--- config.mk ---
export PLATFORM = sky130hd
export DESIGN_NAME = instr_loader
export DESIGN_NICKNAME = d
export VERILOG_FILES = /design/src/rtl/instr_loader.sv
export SDC_FILE = /design/constraint.sdc
export NUM_CORES = 1
export LEC_CHECK = 0
export ABC_AREA = 0
export ABC_CLOCK_PERIOD_IN_PS = 4100
export CAP_MARGIN = 20
export CORE_UTILIZATION = 57
export CTS_CLUSTER_SIZE = 24
export DETAILED_ROUTE_END_ITERATION = 12
export GPL_ROUTABILITY_DRIVEN = 0
export PLACE_DENSITY = 0.84
export SLEW_MARGIN = 0
export SYNTH_ARGS = -nofsm -noshare
export SYNTH_HDL_FRONTEND = slang
export SYNTH_SLANG_ARGS = --single-unit
--- constraint.sdc ---
create_clock -name clock -period 4.1 [get_ports clock]
set_input_delay 1.025 -clock clock [delete_from_list [all_inputs] [get_ports clock]]
set_output_delay 1.025 -clock clock [all_outputs]
set_load 0.02 [all_outputs]
--- src/rtl/instr_loader.sv ---
// Boot-time program loader: assembles big-endian 32-bit words from a byte stream,
// writes them to instruction memory from word 0, and holds the CPU until done.
module instr_loader #(
    parameter int INSTR_MEM_SIZE = 32,
    parameter int ADDR_WIDTH     = 5
) (
    input  logic                  clock,
    input  logic                  reset,
    input  logic                  in_valid,
    input  logic [7:0]            in_byte,
    output logic                  in_ready,
    output logic                  imem_we,
    output logic [ADDR_WIDTH-1:0] imem_addr,
    output logic [31:0]           imem_wdata,
    output logic                  cpu_run,
    output logic                  done,
    output logic                  error
);

    localparam logic [7:0] MAX_N = 8'(INSTR_MEM_SIZE);

    typedef enum logic [2:0] {
        HEADER,
        BYTES,
        WRITE,
        DONE,
        ERROR
    } state_t;

    state_t      state;
    logic [1:0]  byte_idx;
    logic [7:0]  word_idx;
    logic [7:0]  count;
    logic [23:0] shreg;
    logic        xfer;

    // Gated by reset so no byte is taken while reset is asserted.
    assign in_ready = !reset && ((state == HEADER) || (state == BYTES));
    assign xfer     = in_valid && in_ready;
    assign cpu_run  = done;

    always_ff @(posedge clock) begin
        if (reset) begin
            state      <= HEADER;
            byte_idx   <= '0;
            word_idx   <= '0;
            count      <= '0;
            shreg      <= '0;
            imem_we    <= 1'b0;
            imem_addr  <= '0;
            imem_wdata <= '0;
            done       <= 1'b0;
            error      <= 1'b0;
        end else begin
            imem_we <= 1'b0;
            case (state)
                HEADER: begin
                    if (xfer) begin
                        count <= in_byte;
                        if (in_byte == 8'd0) begin
                            state <= DONE;
                            done  <= 1'b1;
                        end else if (in_byte > MAX_N) begin
                            state <= ERROR;
                            error <= 1'b1;
                        end else begin
                            state <= BYTES;
                        end
                    end
                end
                BYTES: begin
                    if (xfer) begin
                        shreg <= {shreg[15:0], in_byte};
                        if (byte_idx == 2'd3) begin
                            // Write pulse and its address/data are registered together,
                            // so they stay stable for the whole WRITE cycle.
                            byte_idx   <= '0;
                            imem_we    <= 1'b1;
                            imem_addr  <= ADDR_WIDTH'(word_idx);
                            imem_wdata <= {shreg, in_byte};
                            state      <= WRITE;
                        end else begin
                            byte_idx <= byte_idx + 2'd1;
                        end
                    end
                end
                WRITE: begin
                    if (word_idx == count - 8'd1) begin
                        state <= DONE;
                        done  <= 1'b1;
                    end else begin
                        word_idx <= word_idx + 8'd1;
                        state    <= BYTES;
                    end
                end
                DONE:    state <= DONE;
                ERROR:   state <= ERROR;
                default: state <= HEADER;
            endcase
        end
    end

endmodule

# After elaboration in Yosys (flattened, before gate mapping)
# Cells that the tools add are included.
[word_totals]
input_bits = 11
output_inout_bits = 42
regBits = 85
[classes]
n_eq_ne = 11
muxes = 13
n_lt_le_gt_ge = 1
add_sub_neg = 3
reduce_logical = 15
bitwise = 4
[ops]
columns = ["operator", "count"]
rows = [
  ["$mux 3", 5],
  ["$pmux 3 s5", 1],
  ["$add 8x1->8 const B", 1],
  ["$eq 8x8->1", 1],
  ["$gt 8x6->1 const B", 1],
  ["$logic_not 8->1", 1],
  ["$reduce_and 4->1", 2],
  ["$sub 8x1->8 const B", 1],
  ["$eq 3x2->1 const B", 2],
  ["$ne 2x2->1 const B", 3],
  ["$reduce_and 2->1", 3],
  ["$reduce_and 3->1", 2],
  ["$mux 1", 4],
  ["$mux 2", 2],
  ["$ne 2x1->1 const B", 2],
  ["$not 1->1", 4],
  ["$eq 3x1->1 const B", 1],
  ["$eq 3x3->1 const B", 1],
  ["$logic_not 3->1", 1],
  ["$reduce_or 3->1", 1],
  ["$add 2x1->2 const B", 1],
  ["$eq 2x2->1 const B", 1],
  ["$logic_and 1x1->1", 2],
  ["$pmux 1 s2", 1],
  ["other kinds (3)", 3],
]

# Longest topological paths before layout
# Gate-level depths: netlist of the first run.
[logic_depth]
ltp_word = 6
mapped_depth = 9
mapped_depth_nobuf = 8

# Worst setup path before layout of the first run
# OpenSTA, ideal clock, no wires.
[synth_timing]
path_type = "input to output"
startpoint = "input port reset"
endpoint = "output port in_ready"
path_stages = 3
path_slack_ns = 1.210
arrival_ns = 1.865
cell_sequence = "clkbuf_1 > clkbuf_1 > nor3_1"
[synth_via]
elab_chain_len = 2
[synth_rtl]
columns = ["item", "line", "rtl"]
rows = [
  ["start: declaration", "8", "input logic reset,"],
  ["$logic_not 1->1", "38", "assign in_ready = !reset && ((state == HEADER) || (state == BYTES));"],
  ["$logic_and 1x1->1", "38", ""],
  ["end: declaration", "11", "output logic in_ready,"],
]
# Every way passes these cells.

# Worst setup path in the final report of the first run
# Same ends and word-level chain as after synthesis.

==> impl_metrics.json, run 1 <==
{
  "yosys.area_share.xor_xnor_pct": 2.83,
  "drive_gt1_share_pct": 6.57,
  "wl_um": 7320,
  "post_cts_buffers": 0,
  "die_x_um": 79.3,
  "arrival_ns": 2.10,
  "cts-hold-fix-buffers": 0,
  "finalCritPeriodShare_pct": 76.2,
  "path_class": "input port to output port",
  "end_kind": "output port",
  "grt_max_degree": 77,
  "overflow": 0,
  "fin_cells": 544,
  "ant_nets": 0,
  "multi_input_area_sq_mm": 0.00158,
  "area_growth_pct": 21.7,
  "synth-simple-area-share_pct": 25.4,
  "synth_mux_area_share_pct": 2.72,
  "path_buf_inv": 2,
  "cp_top_family": "buffers and inverters",
  "setup_violations": 0,
  "cp_max_fo": 15,
  "ys_async_sr_fraction_pct": 0,
  "cts_tree": "built",
  "cts_buffers": 9,
  "vias_per_cell": 5.49,
  "critPathLaunchType": "input port",
  "die_height_um": 79.3,
  "drtIter0Drc": 182,
  "cts_buffer_depth": 2,
  "syn_inst": 424,
  "synth-compound-area-share_pct": 14.5,
  "critPathMaxStageDelay_ns": 0.65,
  "syn_nets": 438,
  "synth_top_family_by_area": "simple AND/OR/NAND/NOR gates",
  "ys_ff_latch": 85,
  "grt.busiest_layer": "met2",
  "post_cts_resize_count": 0,
  "worstPathRequired_ns": 3.07,
  "first_global_vias": 2662,
  "worst_slack_ns": 0.975,
  "clock-sinks": 85,
  "hp-class": "register to register",
  "finalHoldViolCount": 0,
  "rsz0062_at_grt": "no",
  "power.density_mw_per_mm2": 362,
  "final_util_pct": 73.5,
  "grt_use_met2_pct": 38.4,
  "cpMaxStageDelayCell": "clkdlybuf4s50_1",
  "nFillCells": 440,
  "antenna_found_initial": 0,
  "dp_cells": 528,
  "cp_cell_sequence": "buf_2, nor3_1, clkdlybuf4s50_1",
  "synth_area_sq_mm": 0.00341,
  "clock_latency_ns": 0.35,
  "fin_skew_ns": 0.0103,
  "final_area_sq_mm": 0.00415,
  "cts.htree.levels": 3,
  "power_mw": 1.50,
  "regArea_sq_mm": 0.00170,
  "avgSynthCellArea_sq_um": 8.04,
  "yosys_warnings": 0,
  "core_sq_mm": 0.00564,
  "wire_per_inst_um": 13.5,
  "grt_use_met3_pct": 4.83,
  "start_util_pct": 60.4,
  "die-area_sq_mm": 0.00629,
  "portBuffers": 52,
  "rows": 27,
  "clock.fmax_mhz": 320,
  "status": "finished clean",
  "n_antenna_cell": 0,
  "hold_slack_ns": 0.454,
  "synth_edf_count": 0,
  "cts_root_buf": "clkbuf_8",
  "grt.total_usage_pct": 25.3,
  "drv_cap": 0,
  "layout_common_cells": "nand2_1 (131), dfxtp_1 (85), a21oi_1 (74)",
  "grt_pass1_wl_um": 12300,
  "drt_pass1_iterations": 4,
  "yosysSeqAreaShare_pct": 49.9,
  "fin_crit_ns": 3.12,
  "io_pins": 53,
  "max_slew.worst_pin.slew_ns": 0.841,
  "dpl.hpwl_um": 4950,
  "final_nets": 481,
  "dp_slack_ns": 0.809,
  "vias": 2985,
  "drc": 0,
  "postPlaceCellArea_sq_mm": 0.00395,
  "yosys_most_used_dff": "dfxtp_1",
  "gr-usage-met1_pct": 34.9,
  "ys_types": 45,
  "synthAdderAreaFrac_pct": 1.10,
  "fin_tns_setup_ns": 0,
  "final_common_cell": "nand2_1",
  "peakVddDrop_mv": 0.193,
  "path_clk_slew_ns": 0.08,
  "maxSlewHeadroom_pct": 43.8,
  "slew_violations": 0,
  "leakagePower_nw": 1.39
}
## worst reg2reg max path, cell delays in order, from the launching register on
cell	delay, ns
dfxtp_1	0.34
inv_1	0.08
ha_1	0.21
nor3b_1	0.34
nand3_1	0.12
a211oi_1	0.53
a31oi_4	0.21
nand4_1	0.18
mux2_1	0.32
## Yosys cell counts (2+ instances only)
library cell,n,area (sq um)
nor2_1,25,93.8
nor3_1,4,20.0
mux2_1,2,22.5
nand2_1,131,492
nand2b_1,2,12.5
and2_1,2,12.5
nand4_1,4,25.0
nand3_1,5,25.0
xor2_1,5,43.8
nand3b_1,2,15.0
o21ai_0,3,15.0
a211oi_1,2,15.0
nor2b_1,5,31.3
clkbuf_1,21,78.8
inv_1,4,15.0
dfxtp_1,85,1700
o31ai_1,2,15.0
ha_1,3,37.5
a21oi_1,74,370
buf_2,4,20.0
xnor2_1,6,52.6
mux2i_1,7,70.1
or4_1,4,30.0
## worst paths after layout
| check | endpoint | cells past startpoint | start | slack, ns |
|---|---|---|---|---|
| setup / recovery | in_ready | 3 | reset | 0.98 |
| hold / removal | imem_addr[2] | 2 | imem_addr[2] | 0.45 |
| setup reg to reg | word_idx[6] | 8 | count[0] | 1.65 |
| hold reg to reg | imem_addr[2] | 2 | imem_addr[2] | 0.45 |
## per-layer routing
| metal | part of all wire [%] | up-vias | routed length [um] |
|---|---|---|---|
| met5 | 0 | - | 0 |
| met4 | 1.7 | 0 | 124 |
| met3 | 5.3 | 14 | 388 |
| met2 | 45 | 90 | 3300 |
| met1 | 48 | 1381 | 3510 |
| li1 | - | 1500 | - |
## layout make-up
type,count,share of cell area [%]
Clock inverter,3,0.634
Clock buffer,13,4.07
Sequential cell,85,41.0
Multi-Input combinational cell,309,38.2
Tap cell,72,2.17
Inverter,4,0.362
Timing Repair Buffer,58,13.5
## state kept, by name, summed over array words and instances (netlist names), 2 cells and up
name / cells
imem_wdata: 32
imem_addr: 5
count: 8
byte_idx: 2
state: 3
word_idx: 8
shreg: 24
## report_power, final
part / internal (mW) / total [mW] / switching, mW / leakage (nW)
clock: 0.276 / 0.566 / 0.290 / 0.101
combinational: 0.0372 / 0.0911 / 0.0538 / 0.608
sequential: 0.832 / 0.843 / 0.0103 / 0.686
total: 1.15 / 1.50 / 0.354 / 1.39
## logic make-up (layout without fill, tap and decap cells)
kind of cell / count (synthesis) / in the layout
AOI/OAI and AO/OA: 89 / 89
xor gates and xnor gates: 11 / 11
adders and majority gates: 3 / 3
buffers and inverters: 30 / 78
DFF: 85 / 85
muxes: 9 / 9
and+or+nand+nor: 197 / 197
(Power assumes the default switching activity.)
==> run 2: changes to the inputs <==
--- a/config.mk
+++ b/config.mk
@@ -6,13 +6,13 @@
 export NUM_CORES = 1
 export LEC_CHECK = 0
 export ABC_AREA = 0
-export ABC_CLOCK_PERIOD_IN_PS = 4100
+export ABC_CLOCK_PERIOD_IN_PS = 3170
 export CAP_MARGIN = 20
-export CORE_UTILIZATION = 57
+export CORE_UTILIZATION = 53
 export CTS_CLUSTER_SIZE = 24
 export DETAILED_ROUTE_END_ITERATION = 12
 export GPL_ROUTABILITY_DRIVEN = 0
-export PLACE_DENSITY = 0.84
+export PLACE_DENSITY = 0.79
 export SLEW_MARGIN = 0
 export SYNTH_ARGS = -nofsm -noshare
 export SYNTH_HDL_FRONTEND = slang
==> constraint.sdc (replaced) <==
create_clock -name clock -period 3.17 [get_ports clock]
set_input_delay 0.7925 -clock clock [delete_from_list [all_inputs] [get_ports clock]]
set_output_delay 0.7925 -clock clock [all_outputs]
set_load 0.02 [all_outputs]
==> run 2 against run 1 <==
Die area grew 7.4%; global-route usage shrank 1.2 points; first-iteration DRC count increased by 25%; via count increased by 0.20%; worst hold slack improved by 0.0024 ns; final area up 0.66%; clock skew shrank 0.0033 ns; count of clock-buffer cells in the layout decreased by 3; non-clock buffer count rose by 2; critical path depth unchanged; largest cell class unchanged; largest power group unchanged.
==> impl_metrics.json, run 2 (synthesized netlist as in run 1, its figures left out) <==
{
  "status": "finished clean",
  "wl_um": 7300,
  "n_antenna_cell": 0,
  "die_height_um": 82.2,
  "cts.htree.levels": 3,
  "final_nets": 483,
  "grt.total_usage_pct": 24.1,
  "netSwitchingFraction_pct": 25.2,
  "rsz0062_at_grt": "no",
  "clock-sinks": 85,
  "layout_common_cells": "nand2_1 (131), dfxtp_1 (85), a21oi_1 (74)",
  "portBuffers": 52,
  "critPathMaxStageDelay_ns": 0.64,
  "cts_buffer_depth": 2,
  "leakagePower_nw": 1.40,
  "cp_cell_sequence": "buf_2, nor3_1, clkdlybuf4s50_1",
  "cts_root_buf": "clkbuf_8",
  "clock.fmax_mhz": 395,
  "final_common_cell": "nand2_1",
  "finalHoldViolCount": 0,
  "vias_per_cell": 5.45,
  "vias": 2991,
  "grt_pass1_wl_um": 12300,
  "start_util_pct": 56.2,
  "drive_gt1_share_pct": 7.17,
  "slew_violations": 0,
  "die_x_um": 82.2,
  "arrival_ns": 1.74,
  "regMostFlops": "imem_wdata",
  "pwr-share-seq_pct": 56.4,
  "largest_reg_flops": 32,
  "peakVddDrop_mv": 0.307,
  "overflow": 0,
  "post_cts_buffers": 0,
  "cpMaxStageDelayCell": "clkdlybuf4s50_1",
  "setup_violations": 0,
  "cts_buffers": 9,
  "cp_max_fo": 2,
  "die-area_sq_mm": 0.00675,
  "path_clk_slew_ns": 0.09,
  "wire_per_inst_um": 13.3,
  "fin_crit_ns": 2.53,
  "fin_skew_ns": 0.00697,
  "cts-hold-fix-buffers": 0,
  "post_cts_resize_count": 0,
  "switching_power_uw": 487,
  "final_area_sq_mm": 0.00417,
  "hp-class": "register to register",
  "fin_tns_setup_ns": 0,
  "antenna_found_initial": 0,
  "drt_pass1_iterations": 5,
  "clock_latency_ns": 0.35,
  "drv_cap": 0,
  "grt_max_degree": 72,
  "top_regs": "imem_wdata: 32 flops, shreg: 24 flops",
  "cp_top_family": "buffers and inverters",
  "area_growth_pct": 22.5,
  "power.internal_mw": 1.45,
  "drc": 0,
  "max_slew.worst_pin.slew_ns": 0.686,
  "core_sq_mm": 0.00606,
  "first_global_vias": 2672,
  "rows": 28,
  "dpl.hpwl_um": 5000,
  "worstPathRequired_ns": 2.38,
  "regArea_sq_mm": 0.00170,
  "path_buf_inv": 2,
  "path_class": "input port to output port",
  "drtIter0Drc": 227,
  "postPlaceCellArea_sq_mm": 0.00398,
  "hold_slack_ns": 0.456,
  "maxSlewHeadroom_pct": 54.2,
  "multi_input_area_sq_mm": 0.00158,
  "combPwrFrac_pct": 6.2,
  "power.density_mw_per_mm2": 463,
  "finalCritPeriodShare_pct": 79.9,
  "io_pins": 53,
  "end_kind": "output port",
  "clockPowerShare_pct": 37.4,
  "critPathLaunchType": "input port",
  "cts_tree": "built",
  "ant_nets": 0,
  "nFillCells": 520
}
run 2: final cells by class:
class | instances | area share [%]
inverter | 4 | 0.360
clock inverter | 6 | 1.29
sequential | 85 | 40.8
timing repair buffer | 60 | 14.1
multi-input combinational | 309 | 37.9
tap | 75 | 2.25
clock buffer | 10 | 3.30
run 2: metrics by stage:
step | util [%] | power, mW | worst slack [ns] | std cells
floorplan | - | 1.19 | 0.725 | 424
CTS | 68.9 | 1.95 | 0.631 | 549
global route | 68.9 | 2.01 | 0.532 | 549
finish | 68.9 | 1.93 | 0.638 | 549
global placement | 65.7 | 1.23 | 0.503 | 533
detailed placement | 65.7 | 1.23 | 0.472 | 533
run 2: power groups by stage:
stage | sequential, mW | combinational [mW] | clock (mW)
2_1_floorplan | 1.11 | 0.0798 | 0
3_3_place_gp | 1.11 | 0.116 | 0
3_5_place_dp | 1.11 | 0.119 | 0
4_1_cts | 1.09 | 0.119 | 0.739
5_1_grt | 1.09 | 0.131 | 0.788
6_report | 1.09 | 0.119 | 0.723
run 2: worst paths after layout:
kind | start | endpoint | slack [ns] | cells after the start
setup reg to reg | count[0] | word_idx[6] | 0.72 | 8
setup / recovery | reset | in_ready | 0.64 | 3
hold reg to reg | imem_wdata[25] | imem_wdata[25] | 0.46 | 2
hold / removal | imem_wdata[25] | imem_wdata[25] | 0.46 | 2
run 2: tightest hold or removal path, cell delays in order (launching register included):
cell,delay [ns]
dfxtp_1,0.32
nand2_1,0.05
a21oi_1,0.05
run 2: routing by layer:
metal	global-route usage (%)	share of wire, %	up-vias
li1	-	-	1511
met2	37.2	44	92
met3	3.96	5.7	10
met1	32.8	49	1378
met4	11.8	1.4	0
met5	0	0	-
